===== src/rtl/l1_dm_cache.sv =====
// l1_dm_cache: direct-mapped, write-back, write-allocate L1 cache.
// It serves the CPU word interface and moves whole 256-bit lines to and from
// the next memory level.
//
// Ports:
//   clk, rst_n               clock, asynchronous active-low reset
//   mem_read, mem_write      CPU request, held until mem_resp (both high = write)
//   mem_address              CPU byte address; bits [1:0] are ignored
//   mem_byte_enable          write byte lanes
//   mem_wdata                lane-aligned write data
//   mem_resp, mem_rdata      one-cycle completion pulse and the read word
//   pmem_read, pmem_write    line fill / writeback request, held until pmem_resp
//   pmem_address             line address, low 5 bits zero
//   pmem_wdata               writeback line
//   pmem_resp, pmem_rdata    line completion pulse and the fill line
module l1_dm_cache #(
  parameter int unsigned S_INDEX  = 3,
  parameter int unsigned S_OFFSET = 5,
  parameter int unsigned S_TAG    = 32 - S_INDEX - S_OFFSET
) (
  input  logic         clk,
  input  logic         rst_n,
  input  logic         mem_read,
  input  logic         mem_write,
  input  logic [31:0]  mem_address,
  input  logic [3:0]   mem_byte_enable,
  input  logic [31:0]  mem_wdata,
  output logic         mem_resp,
  output logic [31:0]  mem_rdata,
  output logic         pmem_read,
  output logic         pmem_write,
  output logic [31:0]  pmem_address,
  output logic [255:0] pmem_wdata,
  input  logic         pmem_resp,
  input  logic [255:0] pmem_rdata
);

  localparam int unsigned NUM_LINES  = 1 << S_INDEX;
  localparam int unsigned LINE_W     = 256;
  localparam int unsigned WORD_SEL_W = S_OFFSET - 2;

  typedef enum logic [1:0] {
    IDLE      = 2'd0,
    RESP      = 2'd1,
    WRITEBACK = 2'd2,
    FILL      = 2'd3
  } state_e;

  state_e state_q, state_d;

  // Line state
  logic [NUM_LINES-1:0] valid_q, valid_d;
  logic [NUM_LINES-1:0] dirty_q, dirty_d;
  logic [S_TAG-1:0]     tag_arr_q  [NUM_LINES];
  logic [LINE_W-1:0]    data_arr_q [NUM_LINES];

  // Request address captured when a miss leaves IDLE
  logic [S_TAG-1:0]   tag_lat_q;
  logic [S_INDEX-1:0] idx_lat_q;
  logic               lat_load;

  // Registered outputs
  logic               mem_resp_q, mem_resp_d;
  logic [31:0]        mem_rdata_q, mem_rdata_d;
  logic               pmem_read_q, pmem_read_d;
  logic               pmem_write_q, pmem_write_d;
  logic [31:0]        pmem_address_q, pmem_address_d;
  logic [LINE_W-1:0]  pmem_wdata_q, pmem_wdata_d;

  // Array write strobes
  logic fill_we;
  logic hit_we;

  // Address decode
  logic [S_TAG-1:0]      req_tag, cur_tag;
  logic [S_INDEX-1:0]    req_idx, cur_idx;
  logic [WORD_SEL_W-1:0] req_word;
  logic                  req, hit;
  logic [LINE_W-1:0]     sel_line, wr_line;
  logic [31:0]           rd_word;
  logic                  unused_addr_bits;

  assign req_tag  = mem_address[31 -: S_TAG];
  assign req_idx  = mem_address[S_OFFSET +: S_INDEX];
  assign req_word = mem_address[2 +: WORD_SEL_W];
  assign unused_addr_bits = ^mem_address[1:0];

  // In IDLE the live address is decoded; during a miss the latched one is used
  assign cur_tag = (state_q == IDLE) ? req_tag : tag_lat_q;
  assign cur_idx = (state_q == IDLE) ? req_idx : idx_lat_q;

  assign req      = mem_read | mem_write;
  assign hit      = valid_q[cur_idx] & (tag_arr_q[cur_idx] == cur_tag);
  assign sel_line = data_arr_q[cur_idx];
  assign rd_word  = sel_line[32'(req_word) * 32 +: 32];

  // Selected line with the enabled write lanes merged in
  always_comb begin
    wr_line = sel_line;
    for (int i = 0; i < 4; i++) begin
      if (mem_byte_enable[i]) begin
        wr_line[32'(req_word) * 32 + 32'(i) * 8 +: 8] = mem_wdata[i*8 +: 8];
      end
    end
  end

  // Next state, line-state updates and next output values
  always_comb begin
    state_d        = state_q;
    valid_d        = valid_q;
    dirty_d        = dirty_q;
    lat_load       = 1'b0;
    fill_we        = 1'b0;
    hit_we         = 1'b0;
    mem_resp_d     = 1'b0;
    mem_rdata_d    = mem_rdata_q;
    pmem_read_d    = 1'b0;
    pmem_write_d   = 1'b0;
    pmem_address_d = '0;
    pmem_wdata_d   = '0;

    case (state_q)
      IDLE: begin
        if (req) begin
          lat_load = 1'b1;
          if (hit) begin
            state_d = RESP;
            if (mem_write) begin
              if (|mem_byte_enable) begin
                hit_we           = 1'b1;
                dirty_d[cur_idx] = 1'b1;
              end
            end else begin
              mem_rdata_d = rd_word;
            end
          end else if (valid_q[cur_idx] & dirty_q[cur_idx]) begin
            state_d = WRITEBACK;
          end else begin
            state_d = FILL;
          end
        end
      end
      RESP: begin
        state_d = IDLE;
      end
      WRITEBACK: begin
        if (pmem_resp) begin
          dirty_d[cur_idx] = 1'b0;
          state_d          = FILL;
        end
      end
      FILL: begin
        if (pmem_resp) begin
          fill_we          = 1'b1;
          valid_d[cur_idx] = 1'b1;
          dirty_d[cur_idx] = 1'b0;
          state_d          = IDLE;
        end
      end
      default: begin
        state_d = IDLE;
      end
    endcase

    // Outputs follow the state being entered so they are registered with it
    mem_resp_d = (state_d == RESP);
    case (state_d)
      WRITEBACK: begin
        pmem_write_d   = 1'b1;
        pmem_address_d = {tag_arr_q[cur_idx], cur_idx, {S_OFFSET{1'b0}}};
        pmem_wdata_d   = sel_line;
      end
      FILL: begin
        pmem_read_d    = 1'b1;
        pmem_address_d = {cur_tag, cur_idx, {S_OFFSET{1'b0}}};
      end
      default: begin
      end
    endcase
  end

  // State, line-state and output registers
  always_ff @(posedge clk or negedge rst_n) begin
    if (!rst_n) begin
      state_q        <= IDLE;
      valid_q        <= '0;
      dirty_q        <= '0;
      tag_lat_q      <= '0;
      idx_lat_q      <= '0;
      mem_resp_q     <= 1'b0;
      mem_rdata_q    <= '0;
      pmem_read_q    <= 1'b0;
      pmem_write_q   <= 1'b0;
      pmem_address_q <= '0;
      pmem_wdata_q   <= '0;
    end else begin
      state_q        <= state_d;
      valid_q        <= valid_d;
      dirty_q        <= dirty_d;
      if (lat_load) begin
        tag_lat_q <= req_tag;
        idx_lat_q <= req_idx;
      end
      mem_resp_q     <= mem_resp_d;
      mem_rdata_q    <= mem_rdata_d;
      pmem_read_q    <= pmem_read_d;
      pmem_write_q   <= pmem_write_d;
      pmem_address_q <= pmem_address_d;
      pmem_wdata_q   <= pmem_wdata_d;
    end
  end

  // Tag and data arrays carry no reset; valid bits qualify them
  always_ff @(posedge clk) begin
    if (fill_we) begin
      data_arr_q[cur_idx] <= pmem_rdata;
      tag_arr_q[cur_idx]  <= cur_tag;
    end else if (hit_we) begin
      data_arr_q[cur_idx] <= wr_line;
    end
  end

  assign mem_resp     = mem_resp_q;
  assign mem_rdata    = mem_rdata_q;
  assign pmem_read    = pmem_read_q;
  assign pmem_write   = pmem_write_q;
  assign pmem_address = pmem_address_q;
  assign pmem_wdata   = pmem_wdata_q;

endmodule


===== config.mk =====
export PLATFORM = sky130hd
export DESIGN_NAME = l1_dm_cache
export DESIGN_NICKNAME = d
export VERILOG_FILES = /design/src/rtl/l1_dm_cache.sv
export SDC_FILE = /design/constraint.sdc
export NUM_CORES = 2
export LEC_CHECK = 0
export ABC_CLOCK_PERIOD_IN_PS = 66800
export BUFFER_PORTS_ARGS = -buffer_cell sky130_fd_sc_hd__buf_2
export CORE_UTILIZATION = 40
export DETAILED_ROUTE_END_ITERATION = 12
export PLACE_DENSITY = 0.61
export SLEW_MARGIN = 10
export SYNTH_ARGS = -nofsm -noshare
export SYNTH_HDL_FRONTEND = slang
export SYNTH_SLANG_ARGS = --single-unit

===== constraint.sdc =====
create_clock -name clk -period 66.8 [get_ports clk]
set_input_delay 13.36 -clock clk [delete_from_list [all_inputs] [get_ports clk]]
set_output_delay 13.36 -clock clk [all_outputs]
set_load 0.01 [all_outputs]

==> impl_metrics.csv <==
group,metric,value,unit
global_routing,grt_overflow,0,
timing,period_needed,20.87,ns
power,power.leakage,42.01,nW
placement,place_inst,10470,
global_routing,grt_usage,0.2940,
route,met1_length,145.4,mm
clocking,numClockSinks,2603,
min_path,hold_path_depth,2,
logic_synthesis,synth_commonest_cells,"2240 x edfxtp_1, 637 x nand2_1, 594 x a22oi_1",
logic_synthesis,syn_avg_cell_area,15.31,um2
timing,tightest_slew,1.311,ns
clocking,numCtsBuffers,285,
floorplanning,fp.dieH,510.0,um
setup_path,crit_buf_inv,5,
setup_path,worst-setup-path-type,"in2reg",
logic_synthesis,synth-async-reset-ratio,0.1395,
timing,timing.setup.tns,0,ns
route,post-route-drc-count,0,
global_routing,grt_pass1_vias,64150,
logic_synthesis,synthFlopType,"edfxtp_1",
power,ir_worst_vdd,0.04070,mV
setup_path,cp_data_required_time,67.40,ns
route,firstDrtPassIters,8,
cells_and_area,instances_no_fill,11040,
clocking,clockBufferDepth,4,
cells_and_area,final_util,0.4649,
timing,rsz0062_at_grt,"no",
floorplanning,die-width,510.0,um
outcome,status,"finished, final reports clean",
logic_synthesis,netlist-cell-type-count,84,
route,vias,69130,
floorplanning,die-area,0.2601,mm2
cells_and_area,drive_gt1_frac,0.1880,
floorplanning,start_util,0.4021,
logic_synthesis,netlist.area_leader.share,0.6516,
logic_synthesis,synth_area_leader_cell,"edfxtp_1",
placement,pre_cts_slack,45.31,ns
setup_path,crit_chain,"buf_2 -> nor4bb_1 -> nor2_4 -> buf_4 -> a211oi_1 -> nor4_1 -> or4_1 -> nor4_1 -> and4_2 -> and2_4 -> buf_12 -> buf_4 -> buf_4 -> mux2_2",
logic_synthesis,yosysMostFrequentCell,"edfxtp_1",
global_routing,antenna_found_initial,98,
clocking,cts_tree,"built",
timing,final.period_utilization,0.3125,
timing,fmax,0.04791,GHz
route,wl,391.5,mm
placement,gp_congestion,0.8755,
clocking,htreeDepth,5,
logic_synthesis,synthCells,6743,
run,max_cap_viol_count,0,
setup_path,end_kind,"flip-flop",
cells_and_area,nets,7706,
clocking,clkLatencyLatePin,0.95,ns
timing,setup_slack,45.93,ns
placement,portBuffers,644,
setup_path,slowest_stage,"buf_4",
logic_synthesis,synth_seq_cells,2603,
clocking,clk_pin_slew,0.06,ns
setup_path,path_depth,14,
route,top_layer,"met5",
logic_synthesis,ys_warn_count,0,
route,drtIter0Drc,10570,
setup_path,critPathMaxFanout,109,
logic_synthesis,synth_area,0.1032,mm2
timing,fin_skew,0.06703,ns
route,met3_length,50.42,mm
timing,finalHoldViolations,0,
setup_path,cp.arrival,21.47,ns
clocking,cts_resized,0,
timing,setup_viol,0,
route,wl_per_cell,35.48,um
cells_and_area,synthToLayoutAreaGrowth,15.62,%
setup_path,cpPeakStageDelay,0.88,ns
clocking,cts_root_buf,"clkbuf_16",
route,via_per_inst,6.265,
min_path,min_path_type,"reg2reg",
timing,worst_hold_slack,0.4631,ns
global_routing,grt_max_degree,125,
clocking,post_cts_buffers,0,
logic_synthesis,synth_enable_flop_cells,2240,
timing,drv_slew,0,
global_routing,grt_pass1_wl,527.6,mm
logic_synthesis,synth_area_leaders,"edfxtp_1 65%, dfrtp_1 8.8%, a22oi_1 4.3%, mux2_1 2.8%, nand2_1 2.3%",
timing,relSlewSlack,0.1170,
power,p_per_area,46.32,mW/mm2
route,drtAntennaViolNets,0,
placement,hpwl,243.5,mm
logic_synthesis,yosysSeqAreaShare,0.7396,
floorplanning,row_count,186,
route,wl_met2,172.1,mm
clocking,cts_hold_buffers,0,
floorplanning,pin_count,652,
setup_path,critPathLaunchType,"input port",
setup_path,crit_family,"simple AND/OR/NAND/NOR gates",
setup_path,worstRegToRegCells,13,
floorplanning,coreArea,0.2567,mm2
setup_path,crit_top_cell,"buf_4",
==> worst reg2reg max path, stage by stage, from the launching register on <==
cell	delay (ns)
dfrtp_1	0.86
or2_2	0.70
buf_4	0.62
mux2_2	0.45
a222oi_1	0.49
a21oi_1	0.15
or4_1	0.54
nor4_2	0.44
and4_2	0.59
and2_4	0.83
buf_12	0.65
buf_4	1.10
buf_4	0.94
mux2_2	0.62
==> report_power, final <==
| group | total (mW) | switching, mW | internal, mW |
|---|---|---|---|
| logic | 1.99 | 1.44 | 0.555 |
| registers | 2.02 | 0.0622 | 1.96 |
| clock network | 1.51 | 0.634 | 0.880 |
| total | 5.53 | 2.13 | 3.39 |
==> per-stage QoR <==
stage	cell area (um2)	power [mW]
after floorplan	103200	3.131
after global routing	119300	5.679
after CTS	119200	5.490
final	119300	5.529
after global placement	110400	3.980
after detailed placement	110400	3.994
==> layer usage <==
layer | up-vias | global-route usage
met1 | 35320 | 0.3967
met4 | 14 | 0.1681
met2 | 5207 | 0.4300
li1 | 27770 | -
met5 | - | 0
met3 | 828 | 0.07688
==> path summary, 6_finish.rpt <==
| path | from | to | slack (ns) |
|---|---|---|---|
| setup / recovery | mem_address[6] | data_arr_q[4][255]$_DFFE_PP_ | 45.93 |
| hold / removal | valid_q[0]$_DFFE_PN0P_ | valid_q[0]$_DFFE_PN0P_ | 0.46 |
| setup reg to reg | state_q[0]$_DFF_PN0_ | data_arr_q[4][255]$_DFFE_PP_ | 57.50 |
| hold reg to reg | valid_q[0]$_DFFE_PN0P_ | valid_q[0]$_DFFE_PN0P_ | 0.46 |
| max in group asynchronous | rst_n | pmem_wdata[110]$_DFF_PN0_ | 51.44 |
| min in group asynchronous | rst_n | pmem_address[22]$_DFF_PN0_ | 12.42 |
==> registers in the layout, indices dropped and copies added (netlist names), named ones only <==
name	cells
data_arr_q	2048
pmem_wdata	256
tag_lat_q	24
state_q	2
pmem_address	27
valid_q	8
mem_rdata	32
pmem_write	1
idx_lat_q	3
mem_resp	1
pmem_read	1
tag_arr_q	192
==> placed cells by master, fill, tap and decap left out, types with 23 or more instances in the layout <==
cell type / n
clkbuf_16: 291
buf_2: 641
nor2b_1: 122
a22oi_1: 594
nor3_1: 70
clkinv_2: 38
clkbuf_8: 27
clkinv_1: 31
a221oi_1: 51
mux2_1: 254
nand3_1: 72
nand2_1: 637
diode_2: 72
nand4_1: 78
buf_4: 151
a211oi_1: 45
edfxtp_1: 2240
a21oi_1: 470
mux2i_1: 134
inv_1: 48
clkbuf_1: 76
nor2_1: 220
mux4_2: 51
and3_1: 108
dfrtp_1: 362
o21ai_0: 175
o211ai_1: 23
a222oi_1: 105
mux2_2: 92
==> layout make-up <==
cell class / count / area, um2
flip-flops and latches: 2603 / 76350
well taps: 3384 / 4234
clock buffers: 394 / 7939
diodes: 72 / 180.2
fillers: 22210 / 137300
multi-input cells: 3618 / 24860
inverters: 51 / 193.9
clock inverters: 101 / 862.1
repair buffers: 812 / 4728
==> cells by family (layout without fill, tap and decap cells) <==
group	Yosys count	after routing	share of synthesized area
AO/OA/AOI/OAI	1626	1626	0.1063
flip-flops	2603	2603	0.7396
adder cells (fa/ha/maj)	6	6	0.0007273
XOR/XNOR	7	7	0.0005940
AND/OR/NAND/NOR	1436	1436	0.06576
other	1	77	0.00003633
multiplexers	538	538	0.06289
buffers and inverters	526	1358	0.02402
No activity file was read; power rests on OpenSTA's default activity.
